`src/rtl/vote_pkg.sv`:
```
// Shared types and constants for the voting-round controller.
package vote_pkg;

   localparam int unsigned DEF_N_VOTERS = 5;
   localparam int unsigned DEF_TIMEOUT  = 16;

   typedef enum logic [1:0] {
      IDLE    = 2'd0,
      COLLECT = 2'd1,
      DECIDE  = 2'd2,
      RESULT  = 2'd3
   } state_t;

   // Bits needed to hold a vote count in the range 0..n.
   function automatic int unsigned cnt_width(input int unsigned n);
      return $clog2(n + 1);
   endfunction

endpackage

```
`src/rtl/vote_tally.sv`:
```
// Combinational tally of the received votes: counts, majority decision, full flag.
module vote_tally
   import vote_pkg::*;
#(
   parameter  int unsigned N_VOTERS = DEF_N_VOTERS,
   localparam int unsigned CNT_W    = cnt_width(N_VOTERS)
) (
   input  logic [N_VOTERS-1:0] votes,
   input  logic [N_VOTERS-1:0] received,
   output logic [CNT_W-1:0]    ones,
   output logic [CNT_W-1:0]    zeros,
   output logic                decision,
   output logic                full
);

   // Count ones and zeros among voters that actually voted; ties resolve to 0.
   always_comb begin
      ones  = '0;
      zeros = '0;
      for (int i = 0; i < int'(N_VOTERS); i++) begin
         if (received[i]) begin
            if (votes[i]) ones  = ones  + CNT_W'(1);
            else          zeros = zeros + CNT_W'(1);
         end
      end
      decision = (ones > zeros);
      full     = &received;
   end

endmodule

```
`src/rtl/vote_round_ctrl.sv`:
```
// Voting-round controller: collects one vote per voter over valid/ready,
// closes on all-voted or timeout, and presents the majority on a valid/ready
// result channel. Optional per-voter disagreement output under VOTE_DISAGREE_EN.
module vote_round_ctrl
   import vote_pkg::*;
#(
   parameter  int unsigned N_VOTERS = DEF_N_VOTERS,
   parameter  int unsigned TIMEOUT  = DEF_TIMEOUT,
   localparam int unsigned CNT_W    = cnt_width(N_VOTERS)
) (
   input  logic                clk,
   input  logic                rst_n,
   input  logic                start,
   output logic                busy,
   input  logic [N_VOTERS-1:0] vote_valid,
   input  logic [N_VOTERS-1:0] vote_data,
   output logic [N_VOTERS-1:0] vote_ready,
   output logic                res_valid,
   input  logic                res_ready,
   output logic                res_data,
   output logic                res_timeout,
`ifdef VOTE_DISAGREE_EN
   output logic [N_VOTERS-1:0] res_disagree,
`endif
   output logic [CNT_W-1:0]    res_count
);

   localparam int unsigned TW = $clog2(TIMEOUT + 1);

   state_t               state, state_next;
   logic [N_VOTERS-1:0]  received, received_next;
   logic [N_VOTERS-1:0]  votes, votes_next;
   logic [N_VOTERS-1:0]  accept;
   logic [TW-1:0]        timer, timer_next;
   logic                 busy_next, res_valid_next, res_data_next, res_timeout_next;
   logic [CNT_W-1:0]     res_count_next;
   logic [CNT_W-1:0]     ones, zeros;
   logic                 decision, full;
`ifdef VOTE_DISAGREE_EN
   logic [N_VOTERS-1:0]  res_disagree_next;
`endif

   vote_tally #(.N_VOTERS(N_VOTERS)) u_tally (
      .votes    (votes),
      .received (received),
      .ones     (ones),
      .zeros    (zeros),
      .decision (decision),
      .full     (full)
   );

   // Next-state, vote capture and next values of the registered outputs.
   always_comb begin
      state_next       = state;
      received_next    = received;
      votes_next       = votes;
      timer_next       = timer;
      accept           = '0;
      vote_ready       = '0;
      res_valid_next   = res_valid;
      res_data_next    = res_data;
      res_timeout_next = res_timeout;
      res_count_next   = res_count;
`ifdef VOTE_DISAGREE_EN
      res_disagree_next = res_disagree;
`endif
      unique case (state)
         IDLE: begin
            if (start) begin
               state_next    = COLLECT;
               received_next = '0;
               votes_next    = '0;
               timer_next    = '0;
            end
         end
         COLLECT: begin
            vote_ready    = ~received;
            accept        = vote_valid & ~received;
            received_next = received | accept;
            votes_next    = (votes & ~accept) | (vote_data & accept);
            timer_next    = timer + TW'(1);
            if ((&received_next) || (timer == TW'(TIMEOUT - 1))) begin
               state_next = DECIDE;
            end
         end
         DECIDE: begin
            res_valid_next   = 1'b1;
            res_data_next    = decision;
            res_count_next   = ones + zeros;
            res_timeout_next = ~full;
`ifdef VOTE_DISAGREE_EN
            res_disagree_next = received & (votes ^ {N_VOTERS{decision}});
`endif
            state_next = RESULT;
         end
         RESULT: begin
            if (res_ready) begin
               state_next       = IDLE;
               res_valid_next   = 1'b0;
               res_data_next    = 1'b0;
               res_count_next   = '0;
               res_timeout_next = 1'b0;
`ifdef VOTE_DISAGREE_EN
               res_disagree_next = '0;
`endif
            end
         end
         default: state_next = IDLE;
      endcase
      busy_next = (state_next != IDLE);
   end

   // State, round registers and registered outputs.
   always_ff @(posedge clk or negedge rst_n) begin
      if (!rst_n) begin
         state       <= IDLE;
         received    <= '0;
         votes       <= '0;
         timer       <= '0;
         busy        <= 1'b0;
         res_valid   <= 1'b0;
         res_data    <= 1'b0;
         res_timeout <= 1'b0;
         res_count   <= '0;
`ifdef VOTE_DISAGREE_EN
         res_disagree <= '0;
`endif
      end else begin
         state       <= state_next;
         received    <= received_next;
         votes       <= votes_next;
         timer       <= timer_next;
         busy        <= busy_next;
         res_valid   <= res_valid_next;
         res_data    <= res_data_next;
         res_timeout <= res_timeout_next;
         res_count   <= res_count_next;
`ifdef VOTE_DISAGREE_EN
         res_disagree <= res_disagree_next;
`endif
      end
   end

endmodule
```
`config.mk`:
```
export PLATFORM = sky130hd
export DESIGN_NAME = vote_round_ctrl
export DESIGN_NICKNAME = d
export VERILOG_FILES = /design/src/rtl/vote_pkg.sv /design/src/rtl/vote_tally.sv /design/src/rtl/vote_round_ctrl.sv
export SDC_FILE = /design/constraint.sdc
export NUM_CORES = 1
export LEC_CHECK = 0
export BUFFER_PORTS_ARGS = -buffer_cell sky130_fd_sc_hd__buf_2
export CAP_MARGIN = 20
export CORE_MARGIN = 1.5
export CORE_UTILIZATION = 45
export DETAILED_ROUTE_END_ITERATION = 6
export MAX_ROUTING_LAYER = met4
export PLACE_DENSITY = 0.64
export SYNTH_ARGS = -nofsm -noshare
export SYNTH_HDL_FRONTEND = slang
export SYNTH_SLANG_ARGS = --single-unit
```
`constraint.sdc`:
```
create_clock -name clk -period 3.9 [get_ports clk]
set_clock_uncertainty 0.2 [all_clocks]
set_input_delay 0.39 -clock clk [delete_from_list [all_inputs] [get_ports clk]]
set_output_delay 0.39 -clock clk [all_outputs]
set_load 0.02 [all_outputs]
```
==> reports/metrics.csv <==
metric;value;unit
status;finished, final reports clean;
via/cell ratio;5.350;
gp weighted congestion;0.7842;
VDD IR-drop max;0.0004943;V
reg-to-reg endpoint;res_count[2]$_DFFE_PN0P_;
CP max FO;4;
die width;63.33;um
Arr. time, crit path;3.80;ns
FF-to-FF path depth;15;
number of synthesized flops with an enable pin;0;
1st-iter DRT viols;42;
CTS Buf Count;3;
hold_sp;vote_data[2];
Worst-Margin Slew;0.7571;ns
top cells by area, synth;dfrtp_1 (37%), ha_1 (9.9%), nand2_1 (4.8%);
initial antenna violation count;0;
Area after DPL;1795;sq um
Logic pwr share;0.681;
Total GRT Usage;0.1880;
critical path class;reg2reg;
Post-Syn Area;1638;sq um
Slew headroom;0.4942;
Worst R2R Setup Slack;0.13;ns
Fin. Hold Viols;0;
HPWL after detailed placement;2660;um
first-pass GRT wire length;5865;um
wire length per cell;13.42;um
nets;237;
DRC violations left;0;
Most used DFF post-synth;dfrtp_1;
Die Ht;63.33;um
Area Growth Syn to Fin;14.06;%
clock latency on the worst-skew pair;0.32;ns
Hold Path End;votes[2]$_DFFE_PN0P_;
Peak Freq;265.2;MHz
Syn Area/Cell;9.049;sq um
HP Class;in2reg;
Max Slew Vio Count;0;
First-pass DRT Iterations;4;
Psw;0.9062;mW
Antenna Cells;0;
largest net degree at the start of global routing;25;
Synth Instances;181;
Initial Util;0.4795;
Yosys reg bits;24;
Sequential Power Share;0.249;
share of layout cells above drive strength 1;0.2067;
remaining global-route overflow;0;
clk root buf;clkbuf_4;
I/O Pins;26;
Min-Delay Path Depth;2;
vias in the first global route;1306;
internal power;1.012;mW
CP required;3.93;ns
Detailed Route WL;3409;um
H-tree depth;1;
sequential share of the synthesized area;0.3667;
Synth top area share;0.3667;
IO buf count;25;
Finish-stage setup viols;0;
fraction of registers with async set/reset;1.000;
Syn Nets;209;
kind of end point of the critical path;flop;
Clock Sink Count;24;
reg2reg start;votes[0]$_DFFE_PN0P_;
Clk network pwr share;0.070;
startpoint types;flop;
vias after detailed routing;1359;
min Tclk post-route;3.771;ns
Static Leak;0.9186;nW
die footprint;4011;sq um
row cnt;21;
Design Power;1.918;mW
Layout fillers;321;
final cell area excluding filler cells;1868;sq um
pwr dens;1027;nW/um^2
CTS Buffer Depth;2;
synth unique cells;45;
post-route clock period utilization;0.9670;
hold_ws;0.09462;ns
CTS tree;yes;
net switching share of the total power;0.4724;
Core Region;3416;sq um
clk slew on worst S/H paths;0.13;ns
number of max-cap violations;0;
antenna-violating nets left;0;
Synthesis Warnings;0;
Yosys top cell by area;dfrtp_1;
==> cells in the mapped netlist (all sizes together) (3+ instances only) <==
master,count
nor2,16
and3,3
inv,8
a21oi,11
o21ai,14
dfrtp,24
nand2b,4
clkbuf,5
xnor2,4
a22o,4
nand3,10
nand2,21
nor2b,6
xor2,5
ha,13
==> critical path, stage by stage (launching register included) <==
cell	delay, ns
dfrtp_1	0.44
nand2_1	0.09
inv_1	0.04
ha_1	0.26
nand2_1	0.09
nand2_1	0.09
ha_1	0.27
mux2_2	0.29
nor3_1	0.26
nor2b_2	0.07
ha_1	0.29
or2_2	0.29
and3b_1	0.23
fa_1	0.44
xnor2_1	0.14
a22o_1	0.17
==> metal layers <==
layer	share of wire	vias to the layer above	routed length, um	GRT usage
met2	0.49	12	1676	0.3066
met4	0.014	0	48	0.05707
li1	-	686	-	-
met5	0	-	0	-
met3	0.018	5	62	0.02143
met1	0.48	656	1622	0.2471
==> flip-flops by register name (all words and copies together), names as in the netlist <==
| signal | flops |
|---|---|
| busy | 1 |
| received | 5 |
| res_count | 3 |
| res_data | 1 |
| res_timeout | 1 |
| res_valid | 1 |
| state | 2 |
| timer | 5 |
| votes | 5 |
==> worst max path at each step <==
stage	depth (start not counted)	slack, ns	to	startpoint
after floorplan	16	0.34	res_count[2]$_DFFE_PN0P_	received[0]$_DFFE_PN0P_
after global placement	15	0.30	res_count[2]$_DFFE_PN0P_	received[0]$_DFFE_PN0P_
after detailed placement	15	0.14	res_count[2]$_DFFE_PN0P_	received[0]$_DFFE_PN0P_
after CTS	15	0.13	res_count[2]$_DFFE_PN0P_	received[0]$_DFFE_PN0P_
after global routing	15	-0.05	res_count[2]$_DFFE_PN0P_	votes[0]$_DFFE_PN0P_
final	15	0.13	res_count[2]$_DFFE_PN0P_	votes[0]$_DFFE_PN0P_
==> power groups by stage <==
stage / Clock (mW) / Sequential (mW) / Combinational, mW
floorplan: 0 / 0.463 / 1.02
global placement: 0 / 0.481 / 1.24
detailed placement: 0 / 0.487 / 1.28
CTS: 0.140 / 0.482 / 1.29
global route: 0.150 / 0.502 / 1.46
finish: 0.134 / 0.477 / 1.31
==> area by class of cell <==
| class | instances | area (sq um) | area share |
|---|---|---|---|
| repair buffers | 30 | 165.2 | 0.08841 |
| flip-flops and latches | 24 | 601.8 | 0.3222 |
| multi-input cells | 142 | 977.2 | 0.5231 |
| well taps | 46 | 57.56 | 0.03081 |
| clock buffers | 4 | 36.28 | 0.01942 |
| inverters | 8 | 30.03 | 0.01608 |
==> cells by family after synthesis <==
logic type                 share of synthesized area
AOI/OAI and AO/OA                             0.1643
xor gates and xnor gates                     0.07562
adders and majority gates                     0.1115
buffers and inverters                        0.03819
DFF                                           0.3667
muxes                                        0.01299
and+or+nand+nor                               0.2307
==> timing repair <==
item / 4_1_cts / 5_1_grt
hold buffers: 1 / 0
setup buffers: 0 / 3
endpoints found under the setup margin: 0 / 3
gates resized for setup: 0 / 2
hold endpoints to repair: 24 / 0
==> metrics by stage <==
| step | util | TNS [ns] | instances | worst slack (ns) |
|---|---|---|---|---|
| 2_1_floorplan | - | 0 | 181 | 0.3360 |
| 3_3_place_gp | 0.5256 | 0 | 246 | 0.2982 |
| 3_5_place_dp | 0.5256 | 0 | 246 | 0.1437 |
| 4_1_cts | 0.5392 | 0 | 251 | 0.1283 |
| 5_1_grt | 0.5469 | -0.06927 | 254 | -0.04864 |
| 6_report | 0.5469 | 0 | 254 | 0.1287 |
==> cells in the final DEF (no fill, tap or decap), drive strengths merged, types with 2 or more instances in the layout <==
master / n
and3: 3
clkbuf: 4
and2: 2
nand3: 10
buf: 29
dfrtp: 24
ha: 13
nor2: 16
nand3b: 2
a22o: 4
inv: 8
xor2: 5
xnor2: 4
nand2: 21
nand2b: 4
a21oi: 11
a31o: 2
o31a: 2
o22ai: 2
or3b: 2
nor2b: 6
xnor3: 2
o21ai: 14
(Power assumes the default switching activity.)
